**src/rtl/mips_mc_pkg.sv**
```systemverilog
// Shared definitions for the multicycle MIPS controller with memory handshake:
// opcode/funct constants, FSM state encoding, ALU codes and datapath selects.
package mips_mc_pkg;

  localparam logic [5:0] OP_RTYPE = 6'h00;
  localparam logic [5:0] OP_J     = 6'h02;
  localparam logic [5:0] OP_JAL   = 6'h03;
  localparam logic [5:0] OP_BEQ   = 6'h04;
  localparam logic [5:0] OP_BNE   = 6'h05;
  localparam logic [5:0] OP_ADDI  = 6'h08;
  localparam logic [5:0] OP_SLTI  = 6'h0A;
  localparam logic [5:0] OP_ANDI  = 6'h0C;
  localparam logic [5:0] OP_ORI   = 6'h0D;
  localparam logic [5:0] OP_LW    = 6'h23;
  localparam logic [5:0] OP_SW    = 6'h2B;

  localparam logic [5:0] FN_ADD = 6'h20;
  localparam logic [5:0] FN_SUB = 6'h22;
  localparam logic [5:0] FN_AND = 6'h24;
  localparam logic [5:0] FN_OR  = 6'h25;
  localparam logic [5:0] FN_SLT = 6'h2A;

  localparam logic [2:0] ALU_ADD = 3'b010;
  localparam logic [2:0] ALU_SUB = 3'b110;
  localparam logic [2:0] ALU_AND = 3'b000;
  localparam logic [2:0] ALU_OR  = 3'b001;
  localparam logic [2:0] ALU_SLT = 3'b111;

  localparam logic [1:0] REGDST_RT  = 2'b00;
  localparam logic [1:0] REGDST_RD  = 2'b01;
  localparam logic [1:0] REGDST_R31 = 2'b10;

  localparam logic [1:0] MEMTOREG_ALUOUT = 2'b00;
  localparam logic [1:0] MEMTOREG_DATA   = 2'b01;
  localparam logic [1:0] MEMTOREG_PC     = 2'b10;

  localparam logic [1:0] ALUSRCB_B     = 2'b00;
  localparam logic [1:0] ALUSRCB_FOUR  = 2'b01;
  localparam logic [1:0] ALUSRCB_IMM   = 2'b10;
  localparam logic [1:0] ALUSRCB_IMMSH = 2'b11;

  localparam logic [1:0] PCSRC_ALURES = 2'b00;
  localparam logic [1:0] PCSRC_ALUOUT = 2'b01;
  localparam logic [1:0] PCSRC_JUMP   = 2'b10;

  typedef enum logic [3:0] {
    S_FETCH   = 4'd0,
    S_DECODE  = 4'd1,
    S_MEMADR  = 4'd2,
    S_MEMRD   = 4'd3,
    S_MEMWB   = 4'd4,
    S_MEMWR   = 4'd5,
    S_RTYPEEX = 4'd6,
    S_RTYPEWB = 4'd7,
    S_BEQEX   = 4'd8,
    S_BNEEX   = 4'd9,
    S_IMMEX   = 4'd10,
    S_IMMWB   = 4'd11,
    S_JEX     = 4'd12,
    S_JALEX   = 4'd13,
    S_TRAP    = 4'd14
  } state_t;

  // Internal ALU-op field handed from the FSM to the ALU decoder.
  typedef enum logic [2:0] {
    ALUOP_NONE  = 3'd0,
    ALUOP_ADD   = 3'd1,
    ALUOP_SUB   = 3'd2,
    ALUOP_FUNCT = 3'd3,
    ALUOP_IMM   = 3'd4
  } aluop_t;

endpackage

```
**src/rtl/mips_mc_ctrl_ws_aludec.sv**
```systemverilog
// Combinational ALU decoder: maps the FSM's ALU-op field, the opcode (for
// immediate ops) and funct (for R-type) onto alucontrol, and flags legal funct.
module mips_aludec_ext
  import mips_mc_pkg::*;
(
  input  aluop_t      aluop,
  input  logic [5:0]  op,
  input  logic [5:0]  funct,
  output logic [2:0]  alucontrol,
  output logic        funct_legal
);

  logic [2:0] fn_ctl;
  logic [2:0] imm_ctl;

  // Decode funct and immediate opcode, then select by ALU-op field.
  always_comb begin
    funct_legal = 1'b1;
    fn_ctl      = ALU_ADD;
    case (funct)
      FN_ADD:  fn_ctl = ALU_ADD;
      FN_SUB:  fn_ctl = ALU_SUB;
      FN_AND:  fn_ctl = ALU_AND;
      FN_OR:   fn_ctl = ALU_OR;
      FN_SLT:  fn_ctl = ALU_SLT;
      default: funct_legal = 1'b0;
    endcase

    imm_ctl = ALU_ADD;
    case (op)
      OP_SLTI: imm_ctl = ALU_SLT;
      OP_ANDI: imm_ctl = ALU_AND;
      OP_ORI:  imm_ctl = ALU_OR;
      default: imm_ctl = ALU_ADD;
    endcase

    case (aluop)
      ALUOP_ADD:   alucontrol = ALU_ADD;
      ALUOP_SUB:   alucontrol = ALU_SUB;
      ALUOP_FUNCT: alucontrol = fn_ctl;
      ALUOP_IMM:   alucontrol = imm_ctl;
      default:     alucontrol = 3'b000;
    endcase
  end

endmodule

```
**src/rtl/mips_mc_ctrl_ws.sv**
```systemverilog
// Multicycle MIPS control unit with variable-latency memory handshake,
// BNE/SLTI/ANDI/ORI/JAL support and an optional memory-timeout trap.
// Define MIPS_MC_PERF_EN to add the retired-instruction counter port instret.
module mips_mc_ctrl_ws
  import mips_mc_pkg::*;
#(
  parameter int TIMEOUT = 0,
  parameter int CNT_W   = 32
) (
  input  logic              clk,
  input  logic              reset,
  input  logic [5:0]        op,
  input  logic [5:0]        funct,
  input  logic              zero,
  input  logic              mem_ready,
  output logic              mem_req,
  output logic              memwrite,
  output logic              pcen,
  output logic              irwrite,
  output logic              regwrite,
  output logic              alusrca,
  output logic              iord,
  output logic              immext,
  output logic [1:0]        regdst,
  output logic [1:0]        memtoreg,
  output logic [1:0]        alusrcb,
  output logic [1:0]        pcsrc,
  output logic [2:0]        alucontrol,
  output logic              fault
`ifdef MIPS_MC_PERF_EN
  ,
  output logic [CNT_W-1:0]  instret
`endif
);

  state_t      state, next_state;
  logic [31:0] wait_cnt;
  logic        waiting;
  logic        timed_out;
  aluop_t      aluop;
  logic        funct_legal;

  mips_aludec_ext u_aludec (
    .aluop       (aluop),
    .op          (op),
    .funct       (funct),
    .alucontrol  (alucontrol),
    .funct_legal (funct_legal)
  );

  // A memory-facing state is stalled on the handshake this cycle.
  assign waiting = ((state == S_FETCH) || (state == S_MEMRD) || (state == S_MEMWR))
                   && !mem_ready;
  // This wait cycle is the TIMEOUT-th one; a simultaneous ready never gets here.
  assign timed_out = (TIMEOUT > 0) && waiting && (wait_cnt >= 32'(TIMEOUT - 1));

  // State register.
  always_ff @(posedge clk) begin
    if (reset) state <= S_FETCH;
    else       state <= next_state;
  end

  // Wait counter: cleared on any state change, counts stalled cycles, saturates.
  always_ff @(posedge clk) begin
    if (reset)                         wait_cnt <= '0;
    else if (next_state != state)      wait_cnt <= '0;
    else if (waiting && wait_cnt != '1) wait_cnt <= wait_cnt + 32'd1;
  end

`ifdef MIPS_MC_PERF_EN
  // Count instructions completing back into FETCH; FETCH self-loops are stalls.
  always_ff @(posedge clk) begin
    if (reset)                                         instret <= '0;
    else if (state != S_FETCH && next_state == S_FETCH) instret <= instret + CNT_W'(1);
  end
`endif

  // Next-state and control outputs; all outputs forced low while in reset.
  always_comb begin
    next_state = state;
    mem_req    = 1'b0;
    memwrite   = 1'b0;
    pcen       = 1'b0;
    irwrite    = 1'b0;
    regwrite   = 1'b0;
    alusrca    = 1'b0;
    iord       = 1'b0;
    immext     = 1'b0;
    regdst     = REGDST_RT;
    memtoreg   = MEMTOREG_ALUOUT;
    alusrcb    = ALUSRCB_B;
    pcsrc      = PCSRC_ALURES;
    aluop      = ALUOP_NONE;
    fault      = 1'b0;

    case (state)
      S_FETCH: begin
        mem_req = 1'b1;
        if (mem_ready) begin
          irwrite    = 1'b1;
          pcen       = 1'b1;
          alusrcb    = ALUSRCB_FOUR;
          pcsrc      = PCSRC_ALURES;
          aluop      = ALUOP_ADD;
          next_state = S_DECODE;
        end else if (timed_out) begin
          next_state = S_TRAP;
        end
      end
      S_DECODE: begin
        alusrcb = ALUSRCB_IMMSH;
        aluop   = ALUOP_ADD;
        case (op)
          OP_LW, OP_SW:                      next_state = S_MEMADR;
          OP_RTYPE:                          next_state = funct_legal ? S_RTYPEEX : S_TRAP;
          OP_BEQ:                            next_state = S_BEQEX;
          OP_BNE:                            next_state = S_BNEEX;
          OP_ADDI, OP_SLTI, OP_ANDI, OP_ORI: next_state = S_IMMEX;
          OP_J:                              next_state = S_JEX;
          OP_JAL:                            next_state = S_JALEX;
          default:                           next_state = S_TRAP;
        endcase
      end
      S_MEMADR: begin
        alusrca    = 1'b1;
        alusrcb    = ALUSRCB_IMM;
        aluop      = ALUOP_ADD;
        next_state = (op == OP_LW) ? S_MEMRD : S_MEMWR;
      end
      S_MEMRD: begin
        mem_req = 1'b1;
        iord    = 1'b1;
        if (mem_ready)      next_state = S_MEMWB;
        else if (timed_out) next_state = S_TRAP;
      end
      S_MEMWB: begin
        regwrite   = 1'b1;
        regdst     = REGDST_RT;
        memtoreg   = MEMTOREG_DATA;
        next_state = S_FETCH;
      end
      S_MEMWR: begin
        mem_req  = 1'b1;
        memwrite = 1'b1;
        iord     = 1'b1;
        if (mem_ready)      next_state = S_FETCH;
        else if (timed_out) next_state = S_TRAP;
      end
      S_RTYPEEX: begin
        alusrca    = 1'b1;
        alusrcb    = ALUSRCB_B;
        aluop      = ALUOP_FUNCT;
        next_state = S_RTYPEWB;
      end
      S_RTYPEWB: begin
        regwrite   = 1'b1;
        regdst     = REGDST_RD;
        memtoreg   = MEMTOREG_ALUOUT;
        next_state = S_FETCH;
      end
      S_BEQEX, S_BNEEX: begin
        alusrca    = 1'b1;
        alusrcb    = ALUSRCB_B;
        aluop      = ALUOP_SUB;
        pcsrc      = PCSRC_ALUOUT;
        pcen       = (state == S_BEQEX) ? zero : !zero;
        next_state = S_FETCH;
      end
      S_IMMEX: begin
        alusrca    = 1'b1;
        alusrcb    = ALUSRCB_IMM;
        aluop      = ALUOP_IMM;
        immext     = (op == OP_ANDI) || (op == OP_ORI);
        next_state = S_IMMWB;
      end
      S_IMMWB: begin
        regwrite   = 1'b1;
        regdst     = REGDST_RT;
        memtoreg   = MEMTOREG_ALUOUT;
        next_state = S_FETCH;
      end
      S_JEX: begin
        pcen       = 1'b1;
        pcsrc      = PCSRC_JUMP;
        next_state = S_FETCH;
      end
      S_JALEX: begin
        pcen       = 1'b1;
        pcsrc      = PCSRC_JUMP;
        regwrite   = 1'b1;
        regdst     = REGDST_R31;
        memtoreg   = MEMTOREG_PC;
        next_state = S_FETCH;
      end
      S_TRAP: begin
        fault      = 1'b1;
        next_state = S_TRAP;
      end
      default: next_state = S_TRAP;
    endcase

    if (reset) begin
      mem_req  = 1'b0;
      memwrite = 1'b0;
      pcen     = 1'b0;
      irwrite  = 1'b0;
      regwrite = 1'b0;
      alusrca  = 1'b0;
      iord     = 1'b0;
      immext   = 1'b0;
      regdst   = REGDST_RT;
      memtoreg = MEMTOREG_ALUOUT;
      alusrcb  = ALUSRCB_B;
      pcsrc    = PCSRC_ALURES;
      aluop    = ALUOP_NONE;
      fault    = 1'b0;
    end
  end

endmodule

```
**config.mk**
```make
export PLATFORM = sky130hd
export DESIGN_NAME = mips_mc_ctrl_ws
export DESIGN_NICKNAME = d
export VERILOG_FILES = /design/src/rtl/mips_mc_pkg.sv /design/src/rtl/mips_mc_ctrl_ws_aludec.sv /design/src/rtl/mips_mc_ctrl_ws.sv
export SDC_FILE = /design/constraint.sdc
export NUM_CORES = 1
export LEC_CHECK = 0
export CORE_MARGIN = 5
export CORE_UTILIZATION = 42
export CTS_CLUSTER_DIAMETER = 120
export DETAILED_ROUTE_END_ITERATION = 6
export PLACE_DENSITY = 0.79
export SLEW_MARGIN = 10
export SYNTH_ARGS = -nofsm -noshare
export SYNTH_HDL_FRONTEND = slang
export SYNTH_SLANG_ARGS = --single-unit
```
**constraint.sdc**
```tcl
create_clock -name clk -period 1.7 [get_ports clk]
set_input_delay 0.255 -clock clk [delete_from_list [all_inputs] [get_ports clk]]
set_output_delay 0.255 -clock clk [all_outputs]
set_load 0.02 [all_outputs]
```
==> impl_metrics.toml <==
[run_status]
outcome = "finished with violations"
violations = "setup timing"

[floorplanning]
rows = 16
dieWidth_um = 55.0
core-area_um2 = 1940
ios = 36
chipHeight_um = 55.0
die_area_um2 = 3030
initial_core_util_pct = 43.8

[global_routing]
use_met1_pct = 28.6
antenna_found_initial = 0
grt_max_degree = 26
grt_pass1_vias = 1228
grt_usage_pct = 23.9
gr-usage-met3_pct = 3.75
grt.busiest_layer = "met2"
overflow = 0
grt_util_met2_pct = 43.9
grt_pass1_wl_mm = 5.34

[layout]
num_antenna_cells = 0
largest_reg_flops = 4
final_nets = 218
drive_above_1_share_pct = 51.0
largest-register = "state"
top_regs = "state (4)"
syn_to_final_growth_pct = 96.3

[clock_network]
clock-sinks = 4
cts_buffers = 3
htree_num_levels = 1
ctsHoldBuffers = 0
cts.clk_slew.worst_paths_ns = 0.04
clk_latency_ns = 0.23
cts_tree = "done"
cts_buffer_depth = 2
cts-root-buf = "clkbuf_4"

[timing]
clock.fmax_ghz = 0.543
fin_crit_sh_pct = 108
rsz0062_at_grt = "yes"
fin_worst_skew_ns = 0.00332
slew_headroom_pct = 70.7
hold_viol = 0
setup_viol_count_final = 3
layout_setup_ws_ns = -0.142
period_minus_slack_ns = 1.84
worstMarginPinSlew_ns = 0.435
drv_slew = 0
whs_ns = 0.642

[detailed_routing]
vias = 1279
first_pass_iters = 4
wire_per_inst_um = 16.4
drtAntennaViolNets = 0
drt-initial-drc-count = 32
via_per_inst = 5.63
wirelength_mm = 3.71
drc = 0

[worst_setup_path]
critPathBufInv = 2
ff2ff_path_depth = 5
cp.depth = 6
critPathSlowestCell = "or3b_4"
crit_arrival_ns = 1.59
path_max_fanout = 4
crit_type = "flip-flop to output pin"
critPathTopFamily = "simple AND/OR/NAND/NOR gates"
path_cells = "or3b_4 -> nor3_4 -> buf_4 -> nand2_2 -> o31ai_4 -> buf_6"
end_kind = "output pin"
slowest_delay_ns = 0.40
required_ns = 1.44
worstSetupStartpointType = "flip-flop"

[power]
sw_frac_of_total_pct = 48.0
clkPwrFrac_pct = 5.2
cell_internal_pwr_uw = 1220
p_total_uw = 2340
p_seq_share_pct = 8.2
p_sw_uw = 1120
ir_worst_vdd_uv = 1130
p_per_area_nw_per_um2 = 1400
power.leakage_uw = 0.000763
combPwrFrac_pct = 86.6

[synth]
syn_area_um2 = 851
synth_area_leaders = "dfxtp_1 (9.4%), nor3_1 (5.9%), nor2_1 (5.7%)"
seq_area_frac_synth_pct = 9.41
ys_ff_latch = 4
yosysTopAreaCellShare_pct = 9.41
yosysUniqueCellTypes = 54
synth.avg_cell_area_um2 = 6.54
syn-num-nets = 146
ys_warn_count = 0
synth_area_leader_cell = "dfxtp_1"
synth_enable_flop_cells = 0
synthCells = 130
yosys-top-cells-count = "nor2_1 (13), nor3_1 (10), a21oi_1 (8), nand2_1 (6)"
synth_async_sr_flop_share_pct = 0
synthFlopType = "dfxtp_1"
yosysMostFrequentCell = "nor2_1"

[placement]
port_buffers = 35
pre_cts_ws_ns = -0.822
place_hpwl_mm = 2.64
gp_congestion = 0.846

[hold_path]
hold_class = "input port to flip-flop"
whs_path_depth = 3

[run]
cap_violations = 0
==> through the flow <==
| stage | utilization (%) | cell area, µm² | cells | TNS [ns] |
|---|---|---|---|---|
| 2_1_floorplan | - | 887 | 130 | -0.0826 |
| 3_3_place_gp | 79.3 | 1540 | 223 | -9.06 |
| 3_5_place_dp | 79.3 | 1540 | 223 | -10.06 |
| 4_1_cts | 81.2 | 1580 | 226 | -0.857 |
| 5_1_grt | 86.0 | 1670 | 227 | -0.867 |
| 6_report | 86.0 | 1670 | 227 | -0.379 |
==> layer usage <==
metal / up-vias / part of all wire, %
met5: - / 0
met4: 0 / 0.62
met3: 4 / 3.9
met2: 37 / 54
met1: 609 / 42
li1: 629 / -
==> power by group through the flow <==
| stage | Combinational (µW) | Clock, µW | Sequential [µW] |
|---|---|---|---|
| after CTS | 1820 | 115 | 175 |
| after floorplan | 1000 | 0 | 168 |
| final | 2030 | 121 | 192 |
| after detailed placement | 1800 | 0 | 168 |
| after global routing | 2170 | 127 | 195 |
| after global placement | 1750 | 0 | 166 |
==> logic make-up after synthesis <==
| group | after synthesis | share of synthesized area, % |
|---|---|---|
| buf+inv | 18 | 8.97 |
| compound gates | 36 | 30.3 |
| xor+xnor | 5 | 5.15 |
| flops | 4 | 9.41 |
| simple gates | 66 | 45.0 |
| mux | 1 | 1.18 |
==> worst reg2reg max path: cells and delay by family, from the launching register on <==
| family | cells | cell delay (ns) |
|---|---|---|
| flip-flops | 1 | 0.34 |
| AND/OR/NAND/NOR | 2 | 0.72 |
| AO/OA/AOI/OAI | 1 | 0.18 |
| buffers and inverters | 2 | 0.31 |
==> cells in the final DEF (no fill, tap or decap), types with 4 or more instances in the layout <==
master,instances
a21oi_1,7
nor2_1,10
buf_2,4
buf_6,9
nor3_1,8
dlygate4sd2_1,8
buf_4,43
inv_1,5
nand2_1,5
clkbuf_2,4
dlymetal6s2s_1,4
==> final timing paths <==
kind | start | slack, ns | end
worst min register to register | state[3] | 0.72 | state[3]
worst max register to register | state[1] | 0.05 | state[1]
worst min-delay path | reset | 0.64 | state[1]
worst max-delay path | state[0] | -0.14 | alucontrol[2]
==> timing repair <==
item                       CTS  global route
resized for setup           99            41
setup endpoints to repair   23            23
setup buffers                0             1
pin swaps                    4             4
==> layout make-up <==
| class | instances | area [µm²] |
|---|---|---|
| multi-input cells | 108 | 840 |
| repair buffers | 79 | 668 |
| fillers | 115 | 272 |
| flip-flops and latches | 4 | 83.8 |
| well taps | 27 | 33.8 |
| clock buffers | 3 | 22.5 |
| inverters | 6 | 22.5 |
Power figures use the tool's default switching activity.
